==> src/rtl/arbitro_operacao_if.sv <==
// Requester and arithmetic-unit signal bundle around the round-robin operation arbiter.
interface arbitro_operacao_if;
    logic       Req0;
    logic       Req1;
    logic [3:0] A0;
    logic [3:0] B0;
    logic [3:0] A1;
    logic [3:0] B1;
    logic       Op0;
    logic       Op1;
    logic       Gnt0;
    logic       Gnt1;
    logic       Done0;
    logic       Done1;
    logic [4:0] Resultado;
    logic       Sinal;
    logic       Erro;
    logic [3:0] A_alu;
    logic [3:0] B_alu;
    logic       Oper_alu;
    logic       Hab_alu;
    logic [4:0] Result_alu;
    logic       Sinal_alu;
    logic       Fim_alu;

    modport slave (
        input  Req0, Req1, A0, B0, A1, B1, Op0, Op1,
        input  Result_alu, Sinal_alu, Fim_alu,
        output Gnt0, Gnt1, Done0, Done1, Resultado, Sinal, Erro,
        output A_alu, B_alu, Oper_alu, Hab_alu
    );

    modport master (
        output Req0, Req1, A0, B0, A1, B1, Op0, Op1,
        output Result_alu, Sinal_alu, Fim_alu,
        input  Gnt0, Gnt1, Done0, Done1, Resultado, Sinal, Erro,
        input  A_alu, B_alu, Oper_alu, Hab_alu
    );
endinterface

==> src/rtl/arbitro_operacao.sv <==
// Round-robin arbiter/sequencer sharing one 4-bit add/subtract unit between two requesters.
module arbitro_operacao #(
    parameter int unsigned TIMEOUT = 15
) (
    input logic               clk,
    input logic               rst,
    arbitro_operacao_if.slave bus
);

    localparam int unsigned CNT_W  = 8;
    localparam int unsigned OPND_W = 4;
    localparam int unsigned RES_W  = 5;

    typedef enum logic [1:0] {
        OCIOSO = 2'd0,
        ESPERA = 2'd1,
        LIBERA = 2'd2
    } estado_t;

    estado_t             estado_q, estado_d;
    logic [CNT_W-1:0]    cnt_q, cnt_d;
    logic                ultimo_q, ultimo_d;
    logic                gnt0_q, gnt0_d;
    logic                gnt1_q, gnt1_d;
    logic                done0_q, done0_d;
    logic                done1_q, done1_d;
    logic [RES_W-1:0]    resultado_q, resultado_d;
    logic                sinal_q, sinal_d;
    logic                erro_q, erro_d;
    logic [OPND_W-1:0]   a_q, a_d;
    logic [OPND_W-1:0]   b_q, b_d;
    logic                oper_q, oper_d;
    logic                hab_q, hab_d;
    logic                sel0_c;

    // Requester 0 wins when alone, or on a tie when requester 1 was served last.
    assign sel0_c = bus.Req0 & (~bus.Req1 | ultimo_q);

    always_comb begin
        estado_d    = estado_q;
        cnt_d       = cnt_q;
        ultimo_d    = ultimo_q;
        gnt0_d      = gnt0_q;
        gnt1_d      = gnt1_q;
        done0_d     = 1'b0;
        done1_d     = 1'b0;
        resultado_d = resultado_q;
        sinal_d     = sinal_q;
        erro_d      = 1'b0;
        a_d         = a_q;
        b_d         = b_q;
        oper_d      = oper_q;
        hab_d       = hab_q;

        case (estado_q)
            OCIOSO: begin
                hab_d  = 1'b0;
                gnt0_d = 1'b0;
                gnt1_d = 1'b0;
                if (bus.Req0 || bus.Req1) begin
                    a_d      = sel0_c ? bus.A0  : bus.A1;
                    b_d      = sel0_c ? bus.B0  : bus.B1;
                    oper_d   = sel0_c ? bus.Op0 : bus.Op1;
                    gnt0_d   = sel0_c;
                    gnt1_d   = ~sel0_c;
                    ultimo_d = ~sel0_c;
                    hab_d    = 1'b1;
                    cnt_d    = '0;
                    estado_d = ESPERA;
                end
            end
            ESPERA: begin
                cnt_d = cnt_q + CNT_W'(1);
                if (bus.Fim_alu) begin
                    resultado_d = bus.Result_alu;
                    sinal_d     = bus.Sinal_alu;
                    done0_d     = gnt0_q;
                    done1_d     = gnt1_q;
                    hab_d       = 1'b0;
                    estado_d    = LIBERA;
                end else if (cnt_q == CNT_W'(TIMEOUT - 1)) begin
                    resultado_d = '0;
                    sinal_d     = 1'b0;
                    done0_d     = gnt0_q;
                    done1_d     = gnt1_q;
                    erro_d      = 1'b1;
                    hab_d       = 1'b0;
                    estado_d    = LIBERA;
                end
            end
            LIBERA: begin
                hab_d = 1'b0;
                // Hold the grant until the unit has dropped its completion flag.
                if (!bus.Fim_alu) begin
                    gnt0_d   = 1'b0;
                    gnt1_d   = 1'b0;
                    estado_d = OCIOSO;
                end
            end
            default: begin
                hab_d    = 1'b0;
                gnt0_d   = 1'b0;
                gnt1_d   = 1'b0;
                estado_d = OCIOSO;
            end
        endcase
    end

    always_ff @(posedge clk) begin
        if (rst) begin
            estado_q    <= OCIOSO;
            cnt_q       <= '0;
            ultimo_q    <= 1'b1;
            gnt0_q      <= 1'b0;
            gnt1_q      <= 1'b0;
            done0_q     <= 1'b0;
            done1_q     <= 1'b0;
            resultado_q <= '0;
            sinal_q     <= 1'b0;
            erro_q      <= 1'b0;
            a_q         <= '0;
            b_q         <= '0;
            oper_q      <= 1'b0;
            hab_q       <= 1'b0;
        end else begin
            estado_q    <= estado_d;
            cnt_q       <= cnt_d;
            ultimo_q    <= ultimo_d;
            gnt0_q      <= gnt0_d;
            gnt1_q      <= gnt1_d;
            done0_q     <= done0_d;
            done1_q     <= done1_d;
            resultado_q <= resultado_d;
            sinal_q     <= sinal_d;
            erro_q      <= erro_d;
            a_q         <= a_d;
            b_q         <= b_d;
            oper_q      <= oper_d;
            hab_q       <= hab_d;
        end
    end

    assign bus.Gnt0      = gnt0_q;
    assign bus.Gnt1      = gnt1_q;
    assign bus.Done0     = done0_q;
    assign bus.Done1     = done1_q;
    assign bus.Resultado = resultado_q;
    assign bus.Sinal     = sinal_q;
    assign bus.Erro      = erro_q;
    assign bus.A_alu     = a_q;
    assign bus.B_alu     = b_q;
    assign bus.Oper_alu  = oper_q;
    assign bus.Hab_alu   = hab_q;

endmodule

==> src/flat_wrapper.sv <==
// flat-port wrapper written by rule: the top's interface ports become plain ports
module arbitro_operacao_flat 
#(
    parameter int unsigned TIMEOUT = 15
)
  (clk, rst, bus_Req0, bus_Req1, bus_A0, bus_B0, bus_A1, bus_B1, bus_Op0, bus_Op1, bus_Result_alu, bus_Sinal_alu, bus_Fim_alu, bus_Gnt0, bus_Gnt1, bus_Done0, bus_Done1, bus_Resultado, bus_Sinal, bus_Erro, bus_A_alu, bus_B_alu, bus_Oper_alu, bus_Hab_alu);
  arbitro_operacao_if bus_i ();
  input logic clk;
  input logic rst;
  input wire logic [$bits(bus_i.Req0)-1:0] bus_Req0;
  input wire logic [$bits(bus_i.Req1)-1:0] bus_Req1;
  input wire logic [$bits(bus_i.A0)-1:0] bus_A0;
  input wire logic [$bits(bus_i.B0)-1:0] bus_B0;
  input wire logic [$bits(bus_i.A1)-1:0] bus_A1;
  input wire logic [$bits(bus_i.B1)-1:0] bus_B1;
  input wire logic [$bits(bus_i.Op0)-1:0] bus_Op0;
  input wire logic [$bits(bus_i.Op1)-1:0] bus_Op1;
  input wire logic [$bits(bus_i.Result_alu)-1:0] bus_Result_alu;
  input wire logic [$bits(bus_i.Sinal_alu)-1:0] bus_Sinal_alu;
  input wire logic [$bits(bus_i.Fim_alu)-1:0] bus_Fim_alu;
  output wire logic [$bits(bus_i.Gnt0)-1:0] bus_Gnt0;
  output wire logic [$bits(bus_i.Gnt1)-1:0] bus_Gnt1;
  output wire logic [$bits(bus_i.Done0)-1:0] bus_Done0;
  output wire logic [$bits(bus_i.Done1)-1:0] bus_Done1;
  output wire logic [$bits(bus_i.Resultado)-1:0] bus_Resultado;
  output wire logic [$bits(bus_i.Sinal)-1:0] bus_Sinal;
  output wire logic [$bits(bus_i.Erro)-1:0] bus_Erro;
  output wire logic [$bits(bus_i.A_alu)-1:0] bus_A_alu;
  output wire logic [$bits(bus_i.B_alu)-1:0] bus_B_alu;
  output wire logic [$bits(bus_i.Oper_alu)-1:0] bus_Oper_alu;
  output wire logic [$bits(bus_i.Hab_alu)-1:0] bus_Hab_alu;
  assign bus_i.Req0 = bus_Req0;
  assign bus_i.Req1 = bus_Req1;
  assign bus_i.A0 = bus_A0;
  assign bus_i.B0 = bus_B0;
  assign bus_i.A1 = bus_A1;
  assign bus_i.B1 = bus_B1;
  assign bus_i.Op0 = bus_Op0;
  assign bus_i.Op1 = bus_Op1;
  assign bus_i.Result_alu = bus_Result_alu;
  assign bus_i.Sinal_alu = bus_Sinal_alu;
  assign bus_i.Fim_alu = bus_Fim_alu;
  assign bus_Gnt0 = bus_i.Gnt0;
  assign bus_Gnt1 = bus_i.Gnt1;
  assign bus_Done0 = bus_i.Done0;
  assign bus_Done1 = bus_i.Done1;
  assign bus_Resultado = bus_i.Resultado;
  assign bus_Sinal = bus_i.Sinal;
  assign bus_Erro = bus_i.Erro;
  assign bus_A_alu = bus_i.A_alu;
  assign bus_B_alu = bus_i.B_alu;
  assign bus_Oper_alu = bus_i.Oper_alu;
  assign bus_Hab_alu = bus_i.Hab_alu;
  arbitro_operacao #(.TIMEOUT(TIMEOUT)) u_core (.clk(clk), .rst(rst), .bus(bus_i));
endmodule
==> config.mk <==
export PLATFORM = sky130hd
export DESIGN_NAME = arbitro_operacao_flat
export DESIGN_NICKNAME = d
export VERILOG_FILES = /design/src/rtl/arbitro_operacao_if.sv /design/src/rtl/arbitro_operacao.sv /design/src/flat_wrapper.sv
export SDC_FILE = /design/constraint.sdc
export NUM_CORES = 1
export LEC_CHECK = 0
export CAP_MARGIN = 30
export CELL_PAD_IN_SITES_DETAIL_PLACEMENT = 2
export CELL_PAD_IN_SITES_GLOBAL_PLACEMENT = 2
export CORE_ASPECT_RATIO = 0.8
export CORE_MARGIN = 8
export CORE_UTILIZATION = 32
export CTS_CLUSTER_SIZE = 12
export DETAILED_ROUTE_END_ITERATION = 10
export DONT_BUFFER_PORTS = 1
export PLACE_DENSITY_LB_ADDON = 0.1
export SYNTH_ARGS = -nofsm -noshare
export SYNTH_HDL_FRONTEND = slang
export SYNTH_SLANG_ARGS = --single-unit
==> constraint.sdc <==
create_clock -name clk -period 1.3 [get_ports clk]
set_input_delay 0.13 -clock clk [delete_from_list [all_inputs] [get_ports clk]]
set_output_delay 0.13 -clock clk [all_outputs]
set_load 0.01 [all_outputs]
==> reports/qor.yml, run 1 <==
gp_congestion: 0.7400
cts_buffers: 5
netlist_instances: 171
worst_clock_skew_ns: 0.007071
overflow: 0
pin_count: 50
ys.flop_type: "dfxtp_1"
fin_cells: 248
endpoint_kind: "flip-flop"
ctsHtreeMaxLevel: 2
path_cells: "nand4b_1 > buf_4 > or3_4 > a21oi_2"
worst-path-buf-inv: 1
hold_viol: 0
status: "complete, no violations"
critPathLaunchType: "flip-flop"
drv_cap: 0
netlist-cell-type-count: 39
netlist_area_um2: 1510
nets: 218
fin_crit_sh_pct: 99.68
core-area_um2: 4569
multi_input_area_um2: 853.3
synth_edf_count: 0
ant_nets: 0
slowest_stage: "dfxtp_2"
n_fill_cell: 519
syn_area_per_cell_um2: 8.832
grt_max_degree: 30
period_needed_ns: 1.296
clk_latency_ns: 0.28
rsz0062_at_grt: "true"
dieArea_um2: 7187
synthArstFlopShare_pct: 0
total_power_w: 0.002610
antenna_cells: 0
dieWidth_um: 92.81
hold_path_class: "in2reg"
cts_tree: "yes"
num_vias: 1467
regArea_um2: 653.1
syn_nets: 202
yosysSeqAreaShare_pct: 42.42
drt_pass1_iterations: 4
maxSlewHeadroom_pct: 73.53
io_buffers: 0
antenna_found_initial: 0
first_iter_violations: 41
setup_tns_ns: 0
cts_root_buf: "clkbuf_8"
slowest_delay_ns: 0.34
drc: 0
drive_gt1_share_pct: 29.79
first_global_vias: 1574
track_usage_pct: 14.51
fmax_mhz: 771.7
dp_hpwl_mm: 3.722
p_per_area_nw_per_um2: 1355
clkTransAtPathRegs_ns: 0.07
arrival_ns: 1.51
placedCellCount: 234
ys_warn_count: 0
die_y_um: 77.45
viasPerCell: 5.915
setup_viol: 0
grt_pass1_wl_mm: 8.424
totalWireLength_mm: 5.401
crit_fanout: 5
slew_viol_final: 0
wl_per_cell_um: 21.78
required_ns: 1.51
worst_slew_pin_slew_ns: 0.3941
leakage_nw: 0.6795
path_delay_family: "simple AND/OR/NAND/NOR gates"
synthToLayoutAreaGrowth_pct: 27.59
synth_seq_cells: 32
critical_path_class: "reg2reg"
start_util_pct: 33.05
clock_sink_count: 32
rows: 22
peakVddDrop_mv: 0.4378
cts_buffer_depth: 2
-- Yosys cell counts, types with 3 or more instances --
library cell	n	share of area, %
or3_1	3	1.2
nand3_1	3	0.99
o211ai_1	12	6.0
a31oi_1	7	2.9
clkbuf_1	7	1.7
a21oi_1	23	7.6
and3_1	3	1.2
a211oi_1	6	3.0
a311oi_1	12	7.0
nand2_1	4	0.99
nor2_1	4	0.99
buf_2	3	0.99
inv_1	6	1.5
o21ai_0	14	4.6
dfxtp_1	32	42
-- path summary, 6_finish.rpt --
check	from	end	slack, ns	depth (start not counted)
worst max register to register	u_core.estado_q[1]	u_core.cnt_q[5]	0.004	4
worst min-delay path	bus_A1[3]	u_core.bus.A_alu[3]	0.03	2
worst min register to register	u_core.cnt_q[2]	u_core.cnt_q[2]	0.50	1
worst max-delay path	u_core.estado_q[1]	u_core.cnt_q[5]	0.004	4
-- layout make-up --
cell class | instances | share of cell area (%)
timing repair buffer | 23 | 10.97
clock inverter | 2 | 1.818
tap | 60 | 3.896
multi-input combinational | 118 | 44.29
clock buffer | 6 | 3.766
inverter | 7 | 1.364
sequential | 32 | 33.90
-- state kept, by name (all words and copies together), names as in the netlist --
register	count
u_core.bus.Resultado	5
u_core.bus.Oper_alu	1
u_core.bus.A_alu	4
u_core.bus.Sinal	1
u_core.bus.Erro	1
u_core.bus.Gnt0	1
u_core.bus.Done0	1
u_core.bus.B_alu	4
u_core.ultimo_q	1
u_core.bus.Hab_alu	1
u_core.estado_q	2
u_core.bus.Gnt1	1
u_core.bus.Done1	1
u_core.cnt_q	8
-- cells in the final DEF (no fill, tap or decap), types with 2 or more instances in the layout --
| cell | count |
|---|---|
| clkbuf_8 | 5 |
| o211ai_1 | 12 |
| nor2_1 | 3 |
| a31o_4 | 2 |
| o21ai_0 | 11 |
| o21ai_1 | 3 |
| a21oi_1 | 21 |
| o22ai_1 | 2 |
| buf_12 | 2 |
| dfxtp_1 | 24 |
| o221ai_1 | 2 |
| and3_1 | 3 |
| buf_4 | 17 |
| inv_1 | 6 |
| a31oi_1 | 7 |
| buf_6 | 3 |
| a311oi_1 | 11 |
| or3_1 | 2 |
| a211oi_1 | 5 |
| ha_2 | 2 |
| nand2_1 | 4 |
| a21oi_2 | 2 |
| dfxtp_2 | 7 |
| nand3_1 | 3 |
-- stage by stage --
stage / hold WS [ns] / cell area (um2) / worst slack [ns] / utilization [%]
global placement: 0.2042 / 1649 / 0.01933 / 36.09
detailed placement: 0.2061 / 1649 / -0.07839 / 36.09
finish: 0.02831 / 1927 / 0.004219 / 42.17
global route: 0.02958 / 1927 / -0.05456 / 42.17
floorplan: 0.2744 / 1510 / 0.05821 / -
CTS: -0.1006 / 1817 / -0.01822 / 39.76
-- kinds of logic (layout without fill, tap and decap cells) --
| logic type | count (synthesis) | count (layout) | share of synthesized area, % |
|---|---|---|---|
| AOI/OAI and AO/OA | 83 | 84 | 35.96 |
| adders and majority gates | 2 | 2 | 1.657 |
| buffers and inverters | 22 | 38 | 7.290 |
| DFF | 32 | 32 | 42.42 |
| muxes | 1 | 1 | 0.7456 |
| and+or+nand+nor | 31 | 31 | 11.93 |
-- per-layer routing --
layer / global-route usage (%) / share of wire [%]
met1: 17.37 / 45
met2: 23.80 / 47
met3: 4.615 / 6.1
met4: 5.136 / 1.1
met5: 0 / 0
-- power by group --
group          internal, W  total, W  leakage, nW  switching [W]
clock network     0.000569  0.000937       0.0552       0.000369
logic             0.000249  0.000527        0.358       0.000278
registers          0.00106   0.00115        0.266      0.0000885
-- timing repair --
| item | in CTS | in global routing |
|---|---|---|
| pin swaps | 4 | 9 |
| endpoints found under the hold margin | 27 | 26 |
| buffers inserted | 1 | 0 |
| gates resized for setup | 12 | 23 |
| gates cloned | 1 | 2 |
| endpoints found under the setup margin | 25 | 26 |
| hold buffers | 1 | 1 |
Power figures use the tool's default switching activity.
==> run 2: changes to the inputs <==
--- a/config.mk
+++ b/config.mk
@@ -14,7 +14,7 @@
 export CTS_CLUSTER_SIZE = 12
 export DETAILED_ROUTE_END_ITERATION = 10
 export DONT_BUFFER_PORTS = 1
-export PLACE_DENSITY_LB_ADDON = 0.1
+export PLACE_DENSITY_LB_ADDON = 0.3
 export SYNTH_ARGS = -nofsm -noshare
 export SYNTH_HDL_FRONTEND = slang
 export SYNTH_SLANG_ARGS = --single-unit
==> run 2 against run 1 <==
Net effect: die area unchanged; non-clock buffer count down 4; global-route usage up 0.23 points; the flow now finishes with violations (negative setup slack); sequential share of layout area up 1.3 points; critical path depth down 1; maximum frequency down 2.8%; worst hold slack worse by 0.0070 ns; combinational power down 11%; setup slack worse by 0.037 ns; critical path type unchanged; clock skew down 0.0037 ns.
==> reports/qor.yml, run 2 (synthesized netlist as in run 1, its figures left out) <==
clock_sink_count: 32
largest_reg_flops: 8
setup_viol: 3
totalWireLength_mm: 5.473
io_buffers: 0
hold_viol: 0
rsz0062_at_grt: "true"
ant_nets: 0
peakVddDrop_mv: 0.4929
slew_viol_final: 0
wl_per_cell_um: 22.52
num_vias: 1416
dieWidth_um: 92.81
antenna_cells: 0
critPathLaunchType: "flip-flop"
n_fill_cell: 527
hold_depth: 2
endpoint_kind: "flip-flop"
hold_end: "u_core.bus.A_alu[3]"
gp_congestion: 0.7688
placedCellCount: 232
ff2ff_path_depth: 3
arrival_ns: 1.52
die_y_um: 77.45
leakage_nw: 0.6338
cts_buffer_depth: 2
maxSlewHeadroom_pct: 77.69
violations: "negative setup slack"
mostFrequentLayoutCell: "dfxtp_1"
worst_slew_pin_slew_ns: 0.3318
total_power_w: 0.002455
cts_root_buf: "clkbuf_8"
overflow: 0
clkTransAtPathRegs_ns: 0.07
cts_buffers: 5
regArea_um2: 654.4
multi_input_area_um2: 834.6
viasPerCell: 5.827
p_per_area_nw_per_um2: 1321
r2r_slack_ns: -0.03
status: "complete, but fails checks"
start_util_pct: 33.05
ctsHtreeMaxLevel: 2
grt_pass1_wl_mm: 8.542
period_needed_ns: 1.333
drive_gt1_share_pct: 27.32
cts_tree: "yes"
clk_latency_ns: 0.29
fin_crit_sh_pct: 102.5
regToRegStartpoint: "u_core.cnt_q[2]"
fmax_mhz: 750.4
drc: 0
track_usage_pct: 14.73
rows: 22
dieArea_um2: 7187
fin_ws_ns: -0.03255
pin_count: 50
layout_common_cells: "dfxtp_1 (27), a21oi_1 (21), buf_4 (15), o21ai_0 (14), o211ai_1 (12)"
critical_path_class: "reg2reg"
hold_start: "bus_A1[3]"
required_ns: 1.49
synthToLayoutAreaGrowth_pct: 23.03
worst_clock_skew_ns: 0.003412
first_iter_violations: 40
drv_cap: 0
grt_max_degree: 30
nets: 213
first_global_vias: 1595
fin_cells: 243
crit_fanout: 5
core-area_um2: 4569
hold_path_class: "in2reg"
r2r_end: "u_core.cnt_q[7]"
dp_hpwl_mm: 3.812
drt_pass1_iterations: 4
antenna_found_initial: 0
top_register: "u_core.cnt_q"
## run 2: changes by cell type in the layout (fill, tap and decap cells not counted), sizes merged
cell      before  now
bufinv         1    0
clkinvlp       0    1
a31o           2    1
buf           22   18
clkbuf         6    7
clkinv         2    1
## run 2: timing repair
action,CTS,global route
pin swaps,0,6
hold buffers,1,1
hold endpoints to repair,27,26
gates resized for setup,8,16
endpoints found under the setup margin,8,19
buffers inserted,0,1
## run 2: worst max path at each step
| stage | slack, ns | startpoint | end |
|---|---|---|---|
| after CTS | -0.02 | u_core.cnt_q[2] | u_core.cnt_q[7] |
| after global placement | 0.04 | u_core.estado_q[0] | u_core.cnt_q[7] |
| final | -0.03 | u_core.cnt_q[2] | u_core.cnt_q[7] |
| after floorplan | 0.06 | u_core.estado_q[0] | u_core.cnt_q[7] |
| after global routing | -0.08 | u_core.estado_q[1] | u_core.cnt_q[3] |
| after detailed placement | -0.08 | u_core.estado_q[0] | u_core.cnt_q[2] |
## run 2: critical path: stages (launching register included)
cell and delay (ns):
dfxtp_1 0.44, nand4_1 0.19, nor3_2 0.24, mux2_2 0.35
## run 2: cell type report
type	count	area share, %
multi-input cells	117	44.92
flip-flops and latches	32	35.22
repair buffers	19	9.360
clock buffers	7	4.646
well taps	60	4.040
inverters	7	1.414
clock inverters	1	0.4040
## run 2: power breakdown
part / total, W / internal (W) / switching (W)
sequential: 0.00115 / 0.00106 / 0.0000959
clock: 0.000831 / 0.000430 / 0.000401
combinational: 0.000470 / 0.000207 / 0.000263
## run 2: per-stage QoR
step / utilization (%) / TNS (ns) / instance area (um2) / setup WS, ns / hold slack (ns)
final: 40.66 / -0.08626 / 1858 / -0.03255 / 0.02128
after global routing: 40.66 / -0.6577 / 1858 / -0.08048 / 0.02506
after CTS: 38.64 / -0.01659 / 1765 / -0.01659 / -0.1084
after detailed placement: 35.76 / -0.1288 / 1634 / -0.07738 / 0.2067
after global placement: 35.76 / 0 / 1634 / 0.03861 / 0.2038
after floorplan: - / 0 / 1510 / 0.05821 / 0.2744
## run 2: layer usage
| metal | wire, um | GRT usage [%] |
|---|---|---|
| met1 | 2363 | 17.10 |
| met2 | 2672 | 24.01 |
| met3 | 343 | 5.481 |
| met4 | 93 | 5.778 |
| met5 | 0 | 0 |
==> run 3: changes to the inputs <==
--- a/config.mk
+++ b/config.mk
@@ -11,6 +11,7 @@
 export CORE_ASPECT_RATIO = 0.8
 export CORE_MARGIN = 8
 export CORE_UTILIZATION = 32
+export CTS_CLUSTER_DIAMETER = 200
 export CTS_CLUSTER_SIZE = 12
 export DETAILED_ROUTE_END_ITERATION = 10
 export DONT_BUFFER_PORTS = 1
==> results of run 3 <==
Same layout as run 2: the final DEF is identical, and so are final timing and power.
